`config.mk`:
```
export PLATFORM = sky130hd
export DESIGN_NAME = pc_fetch_flat
export DESIGN_NICKNAME = d
export VERILOG_FILES = /design/src/rtl/pc_fetch_pkg.sv /design/src/rtl/pc_fetch_if.sv /design/src/rtl/pc_fetch_timer.sv /design/src/rtl/pc_fetch.sv /design/src/flat_wrapper.sv
export SDC_FILE = /design/constraint.sdc
export NUM_CORES = 1
export LEC_CHECK = 0
export BUFFER_PORTS_ARGS = -buffer_cell sky130_fd_sc_hd__buf_2
export CAP_MARGIN = 15
export CORE_ASPECT_RATIO = 0.6
export CORE_UTILIZATION = 40
export DETAILED_ROUTE_END_ITERATION = 10
export GPL_ROUTABILITY_DRIVEN = 0
export HOLD_SLACK_MARGIN = 0.15
export PLACE_DENSITY = 0.79
export SLEW_MARGIN = 20
export SYNTH_ARGS = -nofsm -noshare
export SYNTH_HDL_FRONTEND = slang
export SYNTH_HIERARCHICAL = 1
export SYNTH_SLANG_ARGS = --single-unit
```
`constraint.sdc`:
```
create_clock -name clk -period 1.7 [get_ports clk]
set_clock_uncertainty 0.05 [all_clocks]
set_input_delay 0.34 -clock clk [delete_from_list [all_inputs] [get_ports clk]]
set_output_delay 0.34 -clock clk [all_outputs]
set_load 0.1 [all_outputs]
```
`src/rtl/pc_fetch_pkg.sv`:
```
// Shared definitions for the instruction fetch stage: address width,
// the NOP word loaded into the instruction register on reset, and the
// fetch FSM state encoding. ST_FAULT exists only when MISALIGN_CHECK_EN
// is defined.
package pc_fetch_pkg;

  localparam int unsigned ADDR_W    = 32;
  localparam logic [31:0] NOP_INSTR = 32'h0000_0013;

  typedef logic [ADDR_W-1:0] addr_t;

  typedef enum logic [2:0] {
    ST_IDLE,
    ST_REQ,
    ST_WAIT,
    ST_READY
`ifdef MISALIGN_CHECK_EN
    , ST_FAULT
`endif
  } fetch_state_t;

  // Force an address onto a 4-byte boundary.
  function automatic addr_t word_align(input addr_t a);
    return a & ~addr_t'(32'h3);
  endfunction

endpackage

```
`src/rtl/pc_fetch_if.sv`:
```
// Instruction-memory request/response bus between the fetch stage
// (master) and the instruction memory (slave).
interface pc_fetch_if;
  import pc_fetch_pkg::*;

  logic        ImemReq;
  addr_t       ImemAddr;
  logic        ImemGnt;
  logic        ImemRValid;
  logic [31:0] ImemRData;

  modport master (
    output ImemReq, ImemAddr,
    input  ImemGnt, ImemRValid, ImemRData
  );

  modport slave (
    input  ImemReq, ImemAddr,
    output ImemGnt, ImemRValid, ImemRData
  );

endinterface

```
`src/rtl/pc_fetch_timer.sv`:
```
// WAIT-state timeout counter. Counts enabled cycles from zero and flags
// expire during the TIMEOUT-th consecutive enabled cycle; clr returns the
// count to zero.
module pc_fetch_timer #(
  parameter int unsigned TIMEOUT = 16
) (
  input  logic clk,
  input  logic rst,
  input  logic en,
  input  logic clr,
  output logic expire
);

  localparam int unsigned    CW = (TIMEOUT > 1) ? $clog2(TIMEOUT) : 1;
  localparam logic [CW-1:0]  TC = CW'(TIMEOUT - 1);

  logic [CW-1:0] cnt;

  // Cycle counter, cleared whenever the FSM is outside WAIT or times out.
  always_ff @(posedge clk) begin
    if (rst || clr) begin
      cnt <= '0;
    end else if (en) begin
      cnt <= cnt + CW'(1);
    end
  end

  assign expire = en && (cnt == TC);

endmodule

```
`src/rtl/pc_fetch.sv`:
```
// Instruction fetch stage: holds the PC, fetches the word at PC from
// instruction memory, and presents it until the core commits the next PC.
// Optional feature macro: MISALIGN_CHECK_EN (misaligned-target fault).
//
// state    | meaning
// ---------+-----------------------------------------------------------
// IDLE     | one cycle after reset before the first request
// REQ      | ImemReq high with ImemAddr=Pc, waiting for ImemGnt
// WAIT     | granted, waiting for ImemRValid (bounded by WAIT_TIMEOUT)
// READY    | Instr valid for Pc, waiting for PcWe
// FAULT    | misaligned commit seen; stalled until reset (macro only)
module pc_fetch
  import pc_fetch_pkg::*;
#(
  parameter addr_t       RESET_PC     = 32'h0000_0000,
  parameter int unsigned WAIT_TIMEOUT = 16
) (
  input  logic        clk,
  input  logic        rst,
  input  addr_t       PcNext,
  input  logic        PcWe,
  pc_fetch_if.master  imem,
  output addr_t       Pc,
  output addr_t       PcPlus4,
  output logic [31:0] Instr,
  output logic        InstrValid,
  output logic        FetchRetry
`ifdef MISALIGN_CHECK_EN
  ,
  output logic        Misaligned
`endif
);

  fetch_state_t state, state_nxt;
  addr_t        pc_nxt;
  logic         capture;
  logic         retry_nxt;
  logic         wait_en;
  logic         wait_clr;
  logic         expire;

  assign wait_en  = (state == ST_WAIT);
  assign wait_clr = !wait_en || expire;

  pc_fetch_timer #(
    .TIMEOUT (WAIT_TIMEOUT)
  ) u_timer (
    .clk    (clk),
    .rst    (rst),
    .en     (wait_en),
    .clr    (wait_clr),
    .expire (expire)
  );

  assign imem.ImemAddr = Pc;
  assign PcPlus4       = Pc + addr_t'(4);

  // Next-state, PC update and bus/handshake outputs.
  always_comb begin
    state_nxt    = state;
    pc_nxt       = Pc;
    capture      = 1'b0;
    retry_nxt    = 1'b0;
    imem.ImemReq = 1'b0;
    InstrValid   = 1'b0;
    case (state)
      ST_IDLE: state_nxt = ST_REQ;
      ST_REQ: begin
        imem.ImemReq = 1'b1;
        if (imem.ImemGnt) begin
          if (imem.ImemRValid) begin
            capture   = 1'b1;
            state_nxt = ST_READY;
          end else begin
            state_nxt = ST_WAIT;
          end
        end
      end
      ST_WAIT: begin
        if (imem.ImemRValid) begin
          capture   = 1'b1;
          state_nxt = ST_READY;
        end else if (expire) begin
          retry_nxt = 1'b1;
          state_nxt = ST_REQ;
        end
      end
      ST_READY: begin
        InstrValid = 1'b1;
        if (PcWe) begin
`ifdef MISALIGN_CHECK_EN
          if (PcNext[1:0] != 2'b00) begin
            state_nxt = ST_FAULT;
          end else begin
            pc_nxt    = word_align(PcNext);
            state_nxt = ST_REQ;
          end
`else
          pc_nxt    = word_align(PcNext);
          state_nxt = ST_REQ;
`endif
        end
      end
`ifdef MISALIGN_CHECK_EN
      ST_FAULT: state_nxt = ST_FAULT;
`endif
      default: state_nxt = ST_IDLE;
    endcase
  end

  // State, PC, instruction hold register and retry pulse.
  always_ff @(posedge clk) begin
    if (rst) begin
      state      <= ST_IDLE;
      Pc         <= RESET_PC;
      Instr      <= NOP_INSTR;
      FetchRetry <= 1'b0;
`ifdef MISALIGN_CHECK_EN
      Misaligned <= 1'b0;
`endif
    end else begin
      state      <= state_nxt;
      Pc         <= pc_nxt;
      FetchRetry <= retry_nxt;
      if (capture) begin
        Instr <= imem.ImemRData;
      end
`ifdef MISALIGN_CHECK_EN
      Misaligned <= Misaligned | (state_nxt == ST_FAULT);
`endif
    end
  end

endmodule

```
`src/flat_wrapper.sv`:
```
// flat-port wrapper written by rule: the top's interface ports become plain ports
module pc_fetch_flat import pc_fetch_pkg::*;
#(
  parameter addr_t       RESET_PC     = 32'h0000_0000,
  parameter int unsigned WAIT_TIMEOUT = 16
)
  (clk, rst, PcNext, PcWe, Pc, PcPlus4, Instr, InstrValid, FetchRetry, imem_ImemReq, imem_ImemAddr, imem_ImemGnt, imem_ImemRValid, imem_ImemRData);
  pc_fetch_if imem_i ();
  input  logic clk;
  input  logic rst;
  input  addr_t PcNext;
  input  logic PcWe;
  output addr_t Pc;
  output addr_t PcPlus4;
  output logic [31:0] Instr;
  output logic InstrValid;
  output logic FetchRetry;
  output wire logic [$bits(imem_i.ImemReq)-1:0] imem_ImemReq;
  output wire logic [$bits(imem_i.ImemAddr)-1:0] imem_ImemAddr;
  input wire logic [$bits(imem_i.ImemGnt)-1:0] imem_ImemGnt;
  input wire logic [$bits(imem_i.ImemRValid)-1:0] imem_ImemRValid;
  input wire logic [$bits(imem_i.ImemRData)-1:0] imem_ImemRData;
  assign imem_ImemReq = imem_i.ImemReq;
  assign imem_ImemAddr = imem_i.ImemAddr;
  assign imem_i.ImemGnt = imem_ImemGnt;
  assign imem_i.ImemRValid = imem_ImemRValid;
  assign imem_i.ImemRData = imem_ImemRData;
  pc_fetch #(.RESET_PC(RESET_PC), .WAIT_TIMEOUT(WAIT_TIMEOUT)) u_core (.clk(clk), .rst(rst), .PcNext(PcNext), .PcWe(PcWe), .imem(imem_i), .Pc(Pc), .PcPlus4(PcPlus4), .Instr(Instr), .InstrValid(InstrValid), .FetchRetry(FetchRetry));
endmodule
```
==> results of run 1 <==
cells in the mapped netlist:
cell      number
conb_1         1
a211oi_1       2
nand4_1        8
nand4b_1       1
and2_2         1
a311oi_1       1
and3_1         6
nand4_4        1
a31oi_1        1
dfxtp_1       69
a221oi_1       1
buf_6          1
nor3_1         4
nand2_2        2
nor3b_2        1
buf_2          4
and4_1         3
and4_2         1
a21oi_1       60
xnor2_1       18
nor4_2         5
nand3b_1       4
nand2b_1       1
nor3b_1        2
inv_1          6
nor3_2         2
nor2_1         4
xor2_1        11
or3b_1         1
nor4bb_1       1
a21bo_2        1
buf_4         36
nand3_1       13
nor3_4         1
ha_1           6
clkbuf_1      17
mux2i_1        1
and3_2         1
and2_1         5
mux2_1         1
nand2_1      132
registers in the layout, indices dropped and copies added (netlist names):
name	flops
u_core/FetchRetry	1
u_core/Instr	32
u_core/state	2
u_core/u_timer/cnt	4
u_core/Pc	30
logic make-up after synthesis:
group | after synthesis | share of synthesized area, %
flops | 69 | 39.9
xor+xnor | 29 | 7.34
mux | 2 | 0.614
simple gates | 200 | 28.6
buf+inv | 64 | 11.2
other cells | 1 | 0.108
compound gates | 66 | 10.1
fa+ha+maj | 6 | 2.17
cell type report:
type                    count  area [sq um]  area share [%]
multi-input cells         309          2550            38.0
repair buffers            269          2220            33.2
flip-flops and latches     69          1490            22.1
clock buffers              13           272            4.05
well taps                 108           135            2.02
inverters                   6          22.5           0.336
clock inverters             3          17.5           0.261
critical path: stages, from the launching register on:
cell     delay, ns
dfxtp_4       0.36
ha_4          0.14
and3_4        0.20
nand4_4       0.23
buf_6         0.23
nor4_4        0.13
buf_4         0.18
xor2_4        0.16
buf_12        0.19
report_power, final:
part	switching, W	internal [W]	leakage [nW]
registers	0.000150	0.00180	0.582
logic	0.00287	0.000960	2.32
clock network	0.000668	0.00111	0.141
total	0.00368	0.00387	3.04
what timing repair did:
action                                  in CTS  in global routing
gates resized for setup                     36                 35
pin swaps                                   31                 18
endpoints found under the setup margin      30                 66
buffers inserted                            10                 12
metal layers:
layer / GRT usage, % / vias to the layer above
met1: 30.4 / 1853
met2: 49.6 / 198
li1: - / 1867
met5: 0 / -
met3: 7.13 / 32
met4: 11.5 / 0
through the flow:
| step | hold slack [ns] | util, % | area [sq um] |
|---|---|---|---|
| final | 0.171 | 82.4 | 6710 |
| after global routing | 0.184 | 82.4 | 6710 |
| after CTS | 0.166 | 80.4 | 6540 |
| after detailed placement | 0.394 | 73.7 | 5990 |
| after global placement | 0.385 | 73.7 | 5990 |
| after floorplan | 0.363 | - | 4220 |
path summary, 6_finish.rpt:
check	startpoint	slack (ns)	to
setup reg to reg	u_core/state[1]	0.07	u_core/Instr[2]
setup / recovery	u_core/Pc[2]	-0.85	PcPlus4[20]
hold reg to reg	u_core/Instr[23]	0.40	u_core/Instr[23]
hold / removal	imem_ImemRData[4]	0.17	u_core/Instr[4]
==> flow_summary.toml, run 1 <==
[global_routing]
grt_pass1_wl_mm = 18.5
grt_pass1_vias = 3865
grt_max_degree = 43
overflow = 0
antenna_found_initial = 0
track_usage_pct = 27.1

[final_layout]
final_common_cell = "buf_2"
area_delta_synth_final_pct = 93.7
final_cells = 777
layout_common_cells = "144 x buf_2, 131 x nand2_1, 63 x buf_4, 58 x a21oi_1, 41 x buf_12"
nNetsFinal = 739
n_antenna_cell = 0
fillers = 481
layout-drive-gt1-share_pct = 57.8

[setup_path]
start_kind = "flip-flop"
required_ns = 1.31
arrival_ns = 2.16
path_class = "flip-flop to primary output"
critPathMaxFanout = 6
r2r_cells = 7
end_kind = "primary output"

[sta]
tns_ns = -16.13
min_period_ns = 2.55
max_clock_freq_mhz = 392
fin_ws_ns = -0.853
hold_viol_final = 0
drv_slew = 0
finalCritPeriodShare_pct = 150
setup_viol = 29
rsz0062_at_grt = "yes"

[logic_synthesis]
synth.top_cell.area_share_pct = 39.9
syn_avg_cell_area_sq_um = 7.92
ys_ff_latch = 69
ys.warnings.count = 6
syn_inst = 437
synthesis.area_sq_mm = 0.00346
yosys-top-cells-area = "dfxtp_1 40%, nand2_1 14%, a21oi_1 8.7%, buf_4 7.8%, xnor2_1 4.6%"
seq_area_frac_synth_pct = 39.9
yosys.area.top_type = "dfxtp_1"
synth_cell_types = 41

[floorplan]
die_h_um = 74.1
ios = 200
die_w_um = 122
rows = 25
core-area_sq_mm = 0.00813
start_util_pct = 42.6
die_area_sq_mm = 0.00904

[clocking]
cts_buffer_depth = 2
cts_buffers = 9
htree_levels = 3
cts_tree = "built"
clk_pin_slew_ns = 0.06
root_buffer = "clkbuf_16"
cts_sinks = 69
hold_buffers = 0
worstSkewPairLatency_ns = 0.33

[place]
hpwl_mm = 8.79
place_inst = 747
port_buffers = 191
dp_slack_ns = -0.476

[routing]
drtIter0Drc = 212
route.vias.total = 3950
routed_wirelength_mm = 13.1
top_layer_used = "met4"
met2_length_mm = 6.73
drc = 0
ant_nets = 0
detail_route.wl_per_cell_um = 16.9
wl_met1_mm = 5.02
routed_via_density = 5.08
first_pass_iters = 4
met3_length_um = 940

[worst_hold_path]
holdPathStages = 3
min_path_type = "input port to flip-flop"

[flow_run]
max_cap_viol_count = 0

[outcome]
outcome = "complete, but fails checks"
violations = "negative setup slack"

[power]
max-vdd-ir-drop_mv = 1.09
total_power_w = 0.00756
pwr_density_cell_mw_per_mm2 = 1130
p_leak_nw = 3.04
No activity file was read; power rests on OpenSTA's default activity.
==> inputs of run 2 (changes only) <==
--- a/config.mk
+++ b/config.mk
@@ -8,11 +8,13 @@
 export BUFFER_PORTS_ARGS = -buffer_cell sky130_fd_sc_hd__buf_2
 export CAP_MARGIN = 15
 export CORE_ASPECT_RATIO = 0.6
-export CORE_UTILIZATION = 40
+export CORE_UTILIZATION = 41
+export CTS_BUF_LIST = sky130_fd_sc_hd__clkbuf_2
 export DETAILED_ROUTE_END_ITERATION = 10
 export GPL_ROUTABILITY_DRIVEN = 0
 export HOLD_SLACK_MARGIN = 0.15
-export PLACE_DENSITY = 0.79
+export PLACE_DENSITY = 0.81
+export REMOVE_ABC_BUFFERS = 1
 export SLEW_MARGIN = 20
 export SYNTH_ARGS = -nofsm -noshare
 export SYNTH_HDL_FRONTEND = slang
==> run 2 against run 1 <==
Against the previous run:
- the flow now stops in global routing (5_1_grt)
- area after synthesis stayed put
- synthesized cell count stayed put
==> flow_summary.toml, run 2 <==
[floorplan]
start_util_pct = 43.1
die_w_um = 121
die_h_um = 73.2
ios = 200
rows = 25

[logic_synthesis]
yosys-top-cells-area = "dfxtp_1 40%, nand2_1 14%, a21oi_1 8.7%, buf_4 7.8%, xnor2_1 4.6%"
synthTopCellsByCount = "132 x nand2_1, 69 x dfxtp_1, 60 x a21oi_1"
synthesis.area_sq_mm = 0.00346
seq_area_frac_synth_pct = 39.9
synth_most_common_cell = "nand2_1"
synth_edf_count = 0
synth_cell_types = 41
syn_inst = 437
ys.warnings.count = 6
yosys.area.top_type = "dfxtp_1"
synth.top_cell.area_share_pct = 39.9
syn_avg_cell_area_sq_um = 7.92
synth_flop_cell = "dfxtp_1"
synthArstFlopShare_pct = 0
ys_ff_latch = 69

[place]
port_buffers = 191
place_inst = 740
hpwl_mm = 8.25
place_area_sq_mm = 0.00523
dp_slack_ns = -0.409

[clocking]
cts_buffer_depth = 2
cts_sinks = 69
htree_levels = 3
cts_buffers = 9
root_buffer = "clkbuf_2"

[global_routing]
grt_max_degree = 39

[sta]
worst-ep-kind = "output port"
worst_endpoint = "PcPlus4[26]"

[outcome]
outcome = "aborted with a tool error"
error_line = "[ERROR DPL-0038] Utilization greater than 100%, impossible to legalize"
stop_stage = "global routing (5_1_grt)"
[run 2: stage by stage]
stage          hold slack [ns]  util, %
2_1_floorplan            0.359        -
3_3_place_gp             0.389     65.0
4_1_cts                  0.192     93.3
3_5_place_dp             0.394     65.0
[run 2: kinds of logic after synthesis]
family          after synthesis  synth area share (%)
simple gates                200                  28.6
compound gates               66                  10.1
buf+inv                      64                  11.2
fa+ha+maj                     6                  2.17
xor+xnor                     29                  7.34
mux                           2                 0.614
flops                        69                  39.9
other cells                   1                 0.108
[run 2: what timing repair did]
item                                   4_1_cts
endpoints found under the hold margin       68
gates resized for setup                    373
hold buffers                                64
pin swaps                                   26
setup endpoints to repair                  126
setup buffers                               10
cloned                                       1
==> inputs of run 3 (changes only) <==
--- a/config.mk
+++ b/config.mk
@@ -7,13 +7,10 @@
 export LEC_CHECK = 0
 export BUFFER_PORTS_ARGS = -buffer_cell sky130_fd_sc_hd__buf_2
 export CAP_MARGIN = 15
-export CORE_ASPECT_RATIO = 0.6
-export CORE_UTILIZATION = 41
-export CTS_BUF_LIST = sky130_fd_sc_hd__clkbuf_2
+export CORE_UTILIZATION = 40
 export DETAILED_ROUTE_END_ITERATION = 10
 export GPL_ROUTABILITY_DRIVEN = 0
-export HOLD_SLACK_MARGIN = 0.15
-export PLACE_DENSITY = 0.81
+export PLACE_DENSITY_LB_ADDON = 0.15
 export REMOVE_ABC_BUFFERS = 1
 export SLEW_MARGIN = 20
 export SYNTH_ARGS = -nofsm -noshare
==> constraint.sdc (replaced) <==
create_clock -name clk -period 2.2 [get_ports clk]
set_clock_uncertainty 0.05 [all_clocks]
set_input_delay 0.44 -clock clk [delete_from_list [all_inputs] [get_ports clk]]
set_output_delay 0.44 -clock clk [all_outputs]
set_load 0.1 [all_outputs]
==> run 3 against run 2 <==
Against the previous run:
- the flow now finishes, with violations (negative setup slack)
==> flow_summary.toml, run 3 (synthesis gave the netlist of run 1 again) <==
[outcome]
outcome = "complete, but fails checks"
violations = "negative setup slack"

[final_layout]
final_common_cell = "buf_2"
largest_register = "u_core/Instr"
fin_util_pct = 65.4
seqCellArea_sq_mm = 0.00139
largest_register_ffs = 32
reg.largest.list = "u_core/Instr x32, u_core/Pc x30, u_core/u_timer/cnt x4"
area_delta_synth_final_pct = 56.7
multi_input_area_sq_mm = 0.00196
fillers = 732
layout_common_cells = "166 x buf_2, 132 x nand2_1, 61 x dfxtp_1, 60 x a21oi_1, 39 x buf_4"
nNetsFinal = 706
layout-drive-gt1-share_pct = 47.2
n_antenna_cell = 0

[setup_path]
required_ns = 1.71
slowest_delay_ns = 0.36
critPathMaxFanout = 3
crit_end = "PcPlus4[20]"
r2r_cells = 7
critPathTopFamily = "simple AND/OR/NAND/NOR gates"
crit_cells = 7
r2r_end = "u_core/state[0]"
arrival_ns = 2.03
critical_path.startpoint = "u_core/Pc[2]"
rrSetupSlack_ns = 0.28
path_cells = "ha_4 -> and3_4 -> nand4_4 -> buf_6 -> nor4_4 -> xor2_1 -> buf_12"
start_kind = "flip-flop"
crit_buf_inv = 2
path_class = "flip-flop to primary output"
r2r-start = "u_core/state[0]"
end_kind = "primary output"
cp_slowest_cell = "dfxtp_2"

[sta]
relSlewSlack_pct = 63.4
hold_ws_ns = 0.256
finalCritPeriodShare_pct = 115
rsz0062_at_grt = "yes"
drv_slew = 0
fin_ws_ns = -0.321
max_clock_freq_mhz = 397
hold_viol_final = 0
tightest_slew_ns = 0.549
min_period_ns = 2.52
setup_viol = 21

[place]
hpwl_mm = 6.84
port_buffers = 191

[floorplan]
die_area_sq_mm = 0.00903
die_w_um = 95.0
core-area_sq_mm = 0.00830
start_util_pct = 41.7
ios = 200
die_h_um = 95.0
rows = 33

[power]
switching_share_pct = 51.4
switching_power_w = 0.00271
p_int_w = 0.00255
total_power_w = 0.00526
max-vdd-ir-drop_mv = 0.594
clock_power_share_pct = 21.9
p_leak_nw = 2.63
pwr_density_cell_mw_per_mm2 = 970
p_seq_share_pct = 28.4
pwr-share-comb_pct = 49.7

[global_routing]
overflow = 0
grt_pass1_wl_mm = 15.4
track_usage_pct = 21.8
grt_max_degree = 34
antenna_found_initial = 0
grt_pass1_vias = 3263

[worst_hold_path]
min_path_type = "input port to flip-flop"

[clocking]
cts_buffer_depth = 2
cts_buffers = 9
htree_levels = 3
cts_sinks = 69
root_buffer = "clkbuf_8"
clk_pin_slew_ns = 0.08
cts_tree = "built"
worstSkewPairLatency_ns = 0.34

[routing]
drc = 0
routed_wirelength_mm = 9.79
route.vias.total = 3590
routed_via_density = 4.84
detail_route.wl_per_cell_um = 13.2
drtIter0Drc = 125
ant_nets = 0
first_pass_iters = 4

[flow_run]
max_cap_viol_count = 0
-- run 3: power groups by stage --
stage	Combinational [W]	Sequential [W]	Clock [W]
global route	0.00273	0.00151	0.00124
finish	0.00261	0.00149	0.00115
detailed placement	0.00259	0.00151	0
floorplan	0.000817	0.00270	0
global placement	0.00257	0.00150	0
CTS	0.00260	0.00149	0.00118
-- run 3: final cells by class --
class | count | area share (%)
multi-input cells | 310 | 36.1
repair buffers | 235 | 31.3
well taps | 105 | 2.42
clock buffers | 9 | 2.28
inverters | 6 | 0.415
flip-flops and latches | 69 | 25.7
clock inverters | 7 | 1.82
-- run 3: metrics by stage --
stage	setup slack, ns	setup TNS [ns]	std cells	area (sq um)
after floorplan	-2.61	-94.00	384	3120
after global placement	0.0256	0	713	4830
after detailed placement	0.000360	0	713	4830
after CTS	-0.343	-4.98	739	5300
after global routing	-0.429	-6.46	741	5430
final	-0.321	-4.22	741	5430
-- run 3: worst register-to-register path, stage by stage (launching register included) --
cell and delay [ns]:
dfxtp_1 0.35, inv_1 0.07, ha_1 0.24, and4_2 0.27
nor3b_1 0.06, a221oi_1 0.45, nor2_1 0.08, a311oi_1 0.25
-- run 3: repair_timing --
action / CTS / global route
hold buffers: 0 / 0
pin swaps: 11 / 11
buffers inserted: 9 / 2
cloned: 1 / 0
setup endpoints to repair: 23 / 25
gates resized for setup: 26 / 20
-- run 3: routing by layer --
| metal | share of wire (%) | track usage [%] |
|---|---|---|
| met5 | 0 | 0 |
| met4 | 1.2 | 8.21 |
| met3 | 8.0 | 5.82 |
| met2 | 50 | 36.5 |
| met1 | 41 | 26.7 |
-- run 3: how the worst min path moves through the flow --
stage	from	to	slack [ns]	depth (start not counted)
3_3_place_gp	u_core/Instr[7]	u_core/Instr[7]	0.39	2
6_report	imem_ImemRData[4]	u_core/Instr[4]	0.26	3
5_1_grt	imem_ImemRData[4]	u_core/Instr[4]	0.24	3
3_5_place_dp	u_core/Instr[10]	u_core/Instr[10]	0.39	2
4_1_cts	imem_ImemRData[4]	u_core/Instr[4]	0.23	3
2_1_floorplan	u_core/state[1]	u_core/state[1]	0.45	2
==> inputs of run 4 (changes only) <==
--- a/config.mk
+++ b/config.mk
@@ -7,6 +7,7 @@
 export LEC_CHECK = 0
 export BUFFER_PORTS_ARGS = -buffer_cell sky130_fd_sc_hd__buf_2
 export CAP_MARGIN = 15
+export CORE_MARGIN = 2
 export CORE_UTILIZATION = 40
 export DETAILED_ROUTE_END_ITERATION = 10
 export GPL_ROUTABILITY_DRIVEN = 0
==> run 4 against run 3 <==
Against the previous run:
- the run still ends with negative setup slack left
- worst setup slack improved by 0.039 ns
- combinational power about the same
- maximum frequency is 1.6% higher
- wire length rose by 6.7%
- clock power rose by 7%
- total power grew 1.8%
- global-route usage decreased by 1.2 points
- core utilization is 1.5 points higher
- first-iteration DRC count grew 33%
- flip-flop and latch count stayed put
- count of clock-buffer cells in the layout did not move
- critical endpoint is now PcPlus4[18]
- largest cell class unchanged
==> flow_summary.toml, run 4 (synthesis gave the netlist of run 1 again) <==
[setup_path]
required_ns = 1.71
arrival_ns = 1.99
path_class = "flip-flop to primary output"
critPathTopFamily = "simple AND/OR/NAND/NOR gates"
rrSetupSlack_ns = 0.25
path_cells = "ha_4 -> and3_4 -> buf_4 -> nand4_4 -> nor3_2 -> xor2_1 -> buf_12"
r2r_end = "u_core/state[0]"
cp_slowest_cell = "dfxtp_2"
r2r-start = "u_core/state[0]"
critPathMaxFanout = 4
crit_buf_inv = 2
slowest_delay_ns = 0.35
r2r_cells = 7
end_kind = "primary output"
start_kind = "flip-flop"

[floorplan]
die_w_um = 97.0
die_h_um = 97.0
die_area_sq_mm = 0.00942
rows = 33
start_util_pct = 41.7
core-area_sq_mm = 0.00830
ios = 200

[sta]
max_clock_freq_mhz = 403
drv_slew = 0
rsz0062_at_grt = "yes"
min_period_ns = 2.48
finalCritPeriodShare_pct = 113
tightest_slew_ns = 0.552
setup_viol = 19
hold_viol_final = 0
fin_ws_ns = -0.282
relSlewSlack_pct = 63.2

[routing]
drtIter0Drc = 166
ant_nets = 0
route.vias.total = 3650
drc = 0
routed_via_density = 4.94
routed_wirelength_mm = 10.4
detail_route.wl_per_cell_um = 14.1
first_pass_iters = 5

[place]
hpwl_mm = 7.22
port_buffers = 191
place_area_sq_mm = 0.00484

[clocking]
clk_pin_slew_ns = 0.08
cts_buffer_depth = 2
cts_buffers = 9
worstSkewPairLatency_ns = 0.32
root_buffer = "clkbuf_8"
cts_tree = "built"
htree_levels = 3
hold_buffers = 0
cts_sinks = 69

[worst_hold_path]
worstHoldStart = "imem_ImemRData[1]"
holdPathStages = 3
hold_end = "u_core/Instr[1]"
min_path_type = "input port to flip-flop"

[final_layout]
nNetsFinal = 704
final_common_cell = "buf_2"
final_area_sq_mm = 0.00555
reg.largest.list = "u_core/Instr x32, u_core/Pc x30, u_core/u_timer/cnt x4"
largest_register = "u_core/Instr"
layout-drive-gt1-share_pct = 49.1
n_antenna_cell = 0
largest_register_ffs = 32
area_delta_synth_final_pct = 60.3
layout_common_cells = "165 x buf_2, 132 x nand2_1, 60 x a21oi_1, 58 x dfxtp_1, 41 x buf_4"

[global_routing]
grt_max_degree = 33
grt_pass1_wl_mm = 16.2
antenna_found_initial = 0
track_usage_pct = 20.6
grt_pass1_vias = 3419
overflow = 0

[outcome]
violations = "negative setup slack"
outcome = "complete, but fails checks"

[power]
max-vdd-ir-drop_mv = 0.571
total_power_w = 0.00535
p_leak_nw = 2.71
pwr_density_cell_mw_per_mm2 = 965

[flow_run]
max_cap_viol_count = 0
-- run 4: cell type report --
cell class / instances / area [sq um]
fill: 686 / 2750
multi-input combinational: 310 / 2100
timing repair buffer: 233 / 1670
sequential: 69 / 1400
tap: 105 / 131
clock buffer: 9 / 124
clock inverter: 7 / 114
inverter: 6 / 22.5
-- run 4: worst max path at each step --
| stage | from | end | slack, ns | depth (start not counted) |
|---|---|---|---|---|
| after floorplan | u_core/Pc[14] | PcPlus4[23] | -2.61 | 4 |
| after global placement | u_core/Pc[3] | PcPlus4[31] | 0.02 | 6 |
| final | u_core/Pc[2] | PcPlus4[18] | -0.28 | 7 |
| after CTS | u_core/Pc[2] | PcPlus4[24] | -0.27 | 6 |
| after global routing | u_core/Pc[2] | PcPlus4[18] | -0.35 | 7 |
| after detailed placement | u_core/Pc[2] | PcPlus4[31] | -0.003 | 6 |
-- run 4: metal layers --
metal,wire length (um),GRT usage [%],vias up
met5,0,0,-
met4,63,5.31,0
met3,782,5.06,8
met2,5380,36.5,153
met1,4220,25.0,1694
li1,-,-,1795
-- run 4: worst reg2reg max path, cell delays in order (launching register included) --
cell and delay, ns:
dfxtp_1 0.36, inv_1 0.07, ha_1 0.24, and4_2 0.27
nor3b_1 0.05, a221oi_1 0.46, nor2_1 0.09, a311oi_1 0.26
-- run 4: what timing repair did --
| item | 4_1_cts | 5_1_grt |
|---|---|---|
| gates cloned | 1 | 0 |
| setup endpoints to repair | 24 | 25 |
| resized for setup | 42 | 30 |
| hold endpoints to repair | 0 | 0 |
| pin swaps | 15 | 23 |
| buffers inserted | 4 | 5 |
-- run 4: stage by stage --
stage          setup TNS, ns  hold slack, ns  util [%]  cells  setup slack [ns]
6_report               -3.53           0.262      66.9    739            -0.282
5_1_grt                -5.45           0.249      66.9    739            -0.346
4_1_cts                -3.68           0.244      64.3    735            -0.269
3_5_place_dp        -0.00312           0.397      58.3    714          -0.00312
3_3_place_gp               0           0.389      58.3    714            0.0173
2_1_floorplan         -94.00           0.454         -    384             -2.61
-- run 4: report_power, final --
part / leakage (nW) / internal [W] / switching (W) / total, W
logic: 2.02 / 0.000523 / 0.00211 / 0.00263
registers: 0.564 / 0.00139 / 0.000106 / 0.00150
clock network: 0.123 / 0.000749 / 0.000477 / 0.00123
total: 2.71 / 0.00266 / 0.00269 / 0.00535
